`config.mk`:
```
export PLATFORM = sky130hd
export DESIGN_NAME = gcd_lcm_coproc_flat
export DESIGN_NICKNAME = d
export VERILOG_FILES = /design/src/rtl/gcd_lcm_coproc_if.sv /design/src/rtl/gcd_lcm_coproc.sv /design/src/flat_wrapper.sv
export SDC_FILE = /design/constraint.sdc
export NUM_CORES = 2
export LEC_CHECK = 0
export ABC_AREA = 1
export CORE_MARGIN = 2
export CORE_UTILIZATION = 35
export DETAILED_ROUTE_END_ITERATION = 10
export GPL_TIMING_DRIVEN = 0
export MAX_ROUTING_LAYER = met4
export PLACE_DENSITY = 0.56
export SLEW_MARGIN = 25
export SYNTH_ARGS = -nofsm -noshare
export SYNTH_HDL_FRONTEND = slang
export SYNTH_SLANG_ARGS = --single-unit
```
`constraint.sdc`:
```
create_clock -name clk -period 9.6 [get_ports clk]
set_clock_uncertainty 0.15 [all_clocks]
set_input_delay 1.92 -clock clk [delete_from_list [all_inputs] [get_ports clk]]
set_output_delay 1.92 -clock clk [all_outputs]
set_load 0.05 [all_outputs]
```
`src/rtl/gcd_lcm_coproc_if.sv`:
```
// Start/Done coprocessor handshake between the core (master) and the GCD/LCM unit (slave).
interface gcd_lcm_coproc_if #(
  parameter int unsigned WIDTH = 32
);
  logic             Start;
  logic [WIDTH-1:0] SrcA;
  logic [WIDTH-1:0] SrcB;
  logic             Funct;
  logic             Busy;
  logic             Done;
  logic [WIDTH-1:0] Result;
  logic             Ovf;

  modport master (
    output Start, SrcA, SrcB, Funct,
    input  Busy, Done, Result, Ovf
  );

  modport slave (
    input  Start, SrcA, SrcB, Funct,
    output Busy, Done, Result, Ovf
  );
endinterface

```
`src/rtl/gcd_lcm_coproc.sv`:
```
// Multi-cycle GCD (binary Stein) / LCM coprocessor: LCM = A0 * (B0 / GCD) via a
// restoring divider followed by a single-cycle multiply.
module gcd_lcm_coproc #(
  parameter int unsigned WIDTH = 32,
  parameter int unsigned KW    = 6
) (
  input logic             clk,
  input logic             reset,
  gcd_lcm_coproc_if.slave bus
);

  typedef enum logic [2:0] {StIdle, StGcd, StDiv, StMul, StFin} state_e;

  state_e state_q, state_d;

  logic [WIDTH-1:0]   a0_q, b0_q;
  logic               f_q;
  logic [WIDTH-1:0]   a_q, b_q;
  logic [KW-1:0]      k_q;
  logic [WIDTH-1:0]   g_q;
  logic [WIDTH-1:0]   q_q;
  logic [WIDTH-1:0]   rem_q;
  logic [KW-1:0]      cnt_q;
  logic [WIDTH-1:0]   l_q;
  logic [WIDTH-1:0]   result_q;
  logic               done_q;
  logic               ovf_q;

  // Partial remainder is one bit wider than the divisor so the trial compare cannot wrap.
  logic [WIDTH:0]     trial;
  logic               fits;
  logic [2*WIDTH-1:0] prod;

  assign trial = {rem_q, q_q[WIDTH-1]};
  assign fits  = (trial >= {1'b0, g_q});
  assign prod  = {{WIDTH{1'b0}}, a0_q} * {{WIDTH{1'b0}}, q_q};

  always_ff @(posedge clk) begin
    if (reset) begin
      state_q <= StIdle;
    end else begin
      state_q <= state_d;
    end
  end

  always_comb begin
    state_d = state_q;
    unique case (state_q)
      StIdle: begin
        if (bus.Start) begin
          state_d = ((bus.SrcA == '0) || (bus.SrcB == '0)) ? StFin : StGcd;
        end
      end
      StGcd: begin
        if (a_q == b_q) begin
          state_d = f_q ? StDiv : StFin;
        end
      end
      StDiv: begin
        if (cnt_q == KW'(WIDTH - 1)) begin
          state_d = StMul;
        end
      end
      StMul:   state_d = StFin;
      StFin:   state_d = StIdle;
      default: state_d = StIdle;
    endcase
  end

  always_comb begin
    bus.Busy   = (state_q != StIdle);
    bus.Done   = done_q;
    bus.Result = result_q;
    bus.Ovf    = ovf_q;
  end

  always_ff @(posedge clk) begin
    if (reset) begin
      a0_q     <= '0;
      b0_q     <= '0;
      f_q      <= 1'b0;
      a_q      <= '0;
      b_q      <= '0;
      k_q      <= '0;
      g_q      <= '0;
      q_q      <= '0;
      rem_q    <= '0;
      cnt_q    <= '0;
      l_q      <= '0;
      result_q <= '0;
      done_q   <= 1'b0;
      ovf_q    <= 1'b0;
    end else begin
      done_q <= (state_q == StFin);
      unique case (state_q)
        StIdle: begin
          if (bus.Start) begin
            a0_q  <= bus.SrcA;
            b0_q  <= bus.SrcB;
            f_q   <= bus.Funct;
            a_q   <= bus.SrcA;
            b_q   <= bus.SrcB;
            k_q   <= '0;
            ovf_q <= 1'b0;
            // Zero-operand shortcut: G is the other operand and the LCM is 0.
            g_q   <= bus.SrcA | bus.SrcB;
            l_q   <= '0;
          end
        end
        StGcd: begin
          if (a_q == b_q) begin
            g_q   <= a_q << k_q;
            q_q   <= b0_q;
            rem_q <= '0;
            cnt_q <= '0;
          end else if (!a_q[0] && !b_q[0]) begin
            a_q <= a_q >> 1;
            b_q <= b_q >> 1;
            k_q <= k_q + KW'(1);
          end else if (!a_q[0]) begin
            a_q <= a_q >> 1;
          end else if (!b_q[0]) begin
            b_q <= b_q >> 1;
          end else if (a_q > b_q) begin
            a_q <= a_q - b_q;
          end else begin
            b_q <= b_q - a_q;
          end
        end
        StDiv: begin
          // q_q shifts dividend bits out at the top and quotient bits in at the bottom.
          rem_q <= fits ? WIDTH'(trial - {1'b0, g_q}) : trial[WIDTH-1:0];
          q_q   <= {q_q[WIDTH-2:0], fits};
          cnt_q <= cnt_q + KW'(1);
        end
        StMul: begin
          l_q   <= prod[WIDTH-1:0];
          ovf_q <= |prod[2*WIDTH-1:WIDTH];
        end
        StFin: begin
          result_q <= f_q ? l_q : g_q;
        end
        default: ;
      endcase
    end
  end

endmodule

```
`src/flat_wrapper.sv`:
```
// flat-port wrapper written by rule: the top's interface ports become plain ports
module gcd_lcm_coproc_flat 
#(
  parameter int unsigned WIDTH = 32,
  parameter int unsigned KW    = 6
)
  (clk, reset, bus_Start, bus_SrcA, bus_SrcB, bus_Funct, bus_Busy, bus_Done, bus_Result, bus_Ovf);
  gcd_lcm_coproc_if #(.WIDTH(WIDTH)) bus_i ();
  input logic clk;
  input logic reset;
  input wire logic [$bits(bus_i.Start)-1:0] bus_Start;
  input wire logic [$bits(bus_i.SrcA)-1:0] bus_SrcA;
  input wire logic [$bits(bus_i.SrcB)-1:0] bus_SrcB;
  input wire logic [$bits(bus_i.Funct)-1:0] bus_Funct;
  output wire logic [$bits(bus_i.Busy)-1:0] bus_Busy;
  output wire logic [$bits(bus_i.Done)-1:0] bus_Done;
  output wire logic [$bits(bus_i.Result)-1:0] bus_Result;
  output wire logic [$bits(bus_i.Ovf)-1:0] bus_Ovf;
  assign bus_i.Start = bus_Start;
  assign bus_i.SrcA = bus_SrcA;
  assign bus_i.SrcB = bus_SrcB;
  assign bus_i.Funct = bus_Funct;
  assign bus_Busy = bus_i.Busy;
  assign bus_Done = bus_i.Done;
  assign bus_Result = bus_i.Result;
  assign bus_Ovf = bus_i.Ovf;
  gcd_lcm_coproc #(.WIDTH(WIDTH), .KW(KW)) u_core (.clk(clk), .reset(reset), .bus(bus_i));
endmodule
```
==> impl_metrics.json <==
{
  "cts_tree": "yes",
  "fillers": 17200,
  "synth_edf_count": 0,
  "synth_area_um2": 56100,
  "via_count": 53100,
  "cts_setup_buffers": 0,
  "critPathMostFrequentCell": "nand2_1",
  "setup_ws_ps": 492,
  "hold_class": "flop to flop",
  "clk_pin_slew_ps": 70,
  "yosys.area.top_type": "fa_1",
  "netlist_instances": 7993,
  "critical_path_class": "flop to flop",
  "portBuffers": 101,
  "worst_ep_required_time_ps": 9850,
  "cts.repair.resized": 0,
  "multi_input_area_um2": 41000,
  "period_share_pct": 94.9,
  "cts_made_buffers": 34,
  "grt_pass1_vias": 53200,
  "viasPerCell": 5.19,
  "async_flop_share_pct": 0,
  "synth_cell_type_count": 61,
  "rows": 146,
  "ios": 103,
  "worst_pin_slew_ps": 1230,
  "hpwl_mm": 217,
  "area_delta_synth_final_pct": 8.62,
  "cts_buffer_depth": 3,
  "drv_cap": 0,
  "seqCellArea_um2": 6130,
  "start_util_pct": 35.3,
  "die-height_um": 404,
  "overflow": 0,
  "first_iter_violations": 5545,
  "grt_max_degree": 15,
  "status": "complete, no violations",
  "power_leakage_uw": 0.0313,
  "routed_wl_mm": 257,
  "power_density_nw_per_um2": 187,
  "clk_latency_ps": 590,
  "syn_area_per_cell_um2": 7.02,
  "critical_path.endpoint_type": "flop",
  "grt_pass1_wl_mm": 370,
  "yosysSeqAreaShare_pct": 10.9,
  "firstDrtPassIters": 6,
  "grt_usage_pct": 32.2,
  "period_minus_slack_ps": 9110,
  "finalSetupViolations": 0,
  "max_stage_delay_ps": 970,
  "cts_num_sinks": 306,
  "drive_gt1_share_pct": 2.81,
  "synth_warnings": 0,
  "route.detailed.drc": 0,
  "fin_nets": 9460,
  "antenna_found_initial": 12,
  "hold_viol": 0,
  "max_freq_mhz": 110,
  "rsz0062_at_grt": "false",
  "crit_path_start_kind": "flop",
  "relSlewSlack_pct": 17.9,
  "final_antenna_net_count": 0,
  "clockRootBuffer": "clkbuf_16",
  "crit_path_top_delay_cell": "clkbuf_1",
  "core_area_um2": 159000,
  "setup_tns_ps": 0,
  "cp_max_fo": 10,
  "cts_max_level": 2,
  "ys_top_cells_by_area": "fa_1, nand2_1, inv_1",
  "drv_slew": 0,
  "peakVddDrop_v": 0.000207,
  "synthFlopType": "dfxtp_1",
  "fp.dieW_um": 404,
  "dieArea_um2": 163000,
  "mappedNetlistNets": 9321,
  "cp.arrival_ps": 9360,
  "ys_seq_elements": 306,
  "ctsHoldBuffers": 0,
  "wire_per_inst_um": 25.1,
  "netlist.area_leader.share_pct": 32.1,
  "gp_congestion": 1.08,
  "dp_slack_ps": 656
}
-- routing by layer --
layer  wire, um  vias to the layer above  share of wire (%)  global-route usage (%)
li1           -                    24100                  -                       -
met1     112000                    26300                 43                    43.7
met2     110000                     2391                 43                    47.7
met3      25800                      427                 10                    7.37
met4       9520                        0                3.7                    9.68
met5          0                        -                  0                       -
-- flip-flops by register name (all words and copies together), names as in the netlist --
signal / flops
u_core.a0_q: 32
u_core.state_q: 3
u_core.l_q: 32
u_core.bus.Done: 1
u_core.rem_q: 32
u_core.g_q: 32
u_core.bus.Ovf: 1
u_core.f_q: 1
u_core.b0_q: 32
u_core.q_q: 32
u_core.b_q: 32
u_core.cnt_q: 6
u_core.a_q: 32
u_core.k_q: 6
u_core.bus.Result: 32
-- final cells by class --
type | instances | area share (%)
Tap cell | 2072 | 4.26
Timing Repair Buffer | 103 | 1.75
Sequential cell | 306 | 10.1
Clock buffer | 42 | 1.55
Antenna cell | 9 | 0.0370
Inverter | 1909 | 11.8
Multi-Input combinational cell | 5345 | 67.3
Buffer | 433 | 3.00
Clock inverter | 18 | 0.275
-- report_power, final --
part           internal, uW  leakage [uW]  switching [uW]  total, uW
combinational          2220        0.0283            5920       8140
clock                   760      0.000550             608       1370
sequential             1550       0.00251             321       1870
total                  4540        0.0313            6850      11400
-- final timing paths --
check	slack, ps	start	cells after the start	to
max	490	u_core.q_q[8]	34	u_core.bus.Ovf
min	310	u_core.b0_q[0]	2	u_core.b0_q[0]
max reg2reg	490	u_core.q_q[8]	34	u_core.bus.Ovf
min reg2reg	310	u_core.b0_q[0]	2	u_core.b0_q[0]
-- worst max-delay path, delay by kind of cell, from the launching register on --
family	cells	cell delay, ps
compound gates	1	70
fa+ha+maj	9	4440
buf+inv	8	1860
flops	1	300
simple gates	16	2120
-- placed cells by master, fill, tap and decap left out, types with 15 or more instances in the layout --
cell type        Yosys  routed
a21o_1              17      17
a21oi_1            348     348
a31oi_1            105     105
buf_2               21      21
buf_4               15      15
clkbuf_1           379     353
clkbuf_16            0      35
clkbuf_2             0      29
clkdlybuf4s50_1      0     101
dfxtp_1            306     306
fa_1               899     899
ha_1               361     361
inv_1             1888    1888
inv_2               18      18
nand2_1           2214    2214
nand2_2             19      19
nand3_1            120     120
nand3b_1            30      30
nand4_1             31      31
nor2_1             408     408
nor3_1              27      26
nor4_1              22      22
o211ai_1            24      24
o21a_1              17      17
o21ai_0            390     390
o21ai_1             69      69
o21bai_1            20      20
o22ai_1             46      46
or2_2               15      15
xnor2_1             15      15
xor2_1              57      57
-- metrics by stage --
stage	std cells	cell area [um^2]	power (uW)	utilization, %	hold WS [ps]
after detailed placement	10200	59800	9750	37.7	297
final	10200	60900	11400	38.4	309
after global placement	10200	59700	9730	37.6	290
after global routing	10200	60900	12000	38.4	337
after CTS	10200	60900	11100	38.4	307
after floorplan	7993	56100	6560	-	275
-- kinds of logic (layout without fill, tap and decap cells) --
logic type               Yosys count  after routing  synth area share (%)
AND/OR/NAND/NOR                 2918           2918                  20.9
buffers and inverters           2342           2505                  16.0
adder cells (fa/ha/maj)         1260           1260                  40.1
AO/OA/AOI/OAI                   1084           1084                  10.7
flip-flops                       306            306                  10.9
XOR/XNOR                          72             72                  1.12
multiplexers                      11             11                 0.196
other                              0              9                     0
-- synth_stat cells, drive strengths merged (2+ instances only) --
master	instances
a211oi	9
clkinv	2
nand3	123
or2	15
nor2	420
a21oi	351
ha	361
o22ai	46
o211ai	24
nand3b	30
o211a	2
nor3b	3
o21bai	20
o21a	17
clkbuf	379
fa	899
nor3	30
dfxtp	306
a21o	17
buf	54
mux2i	11
o2111ai	2
a31oi	106
nand2	2240
a41oi	5
a221oi	5
o21ai	463
inv	1907
nand4	34
xnor2	15
nor4	23
o221ai	6
a21boi	8
xor2	57
(Power assumes the default switching activity.)
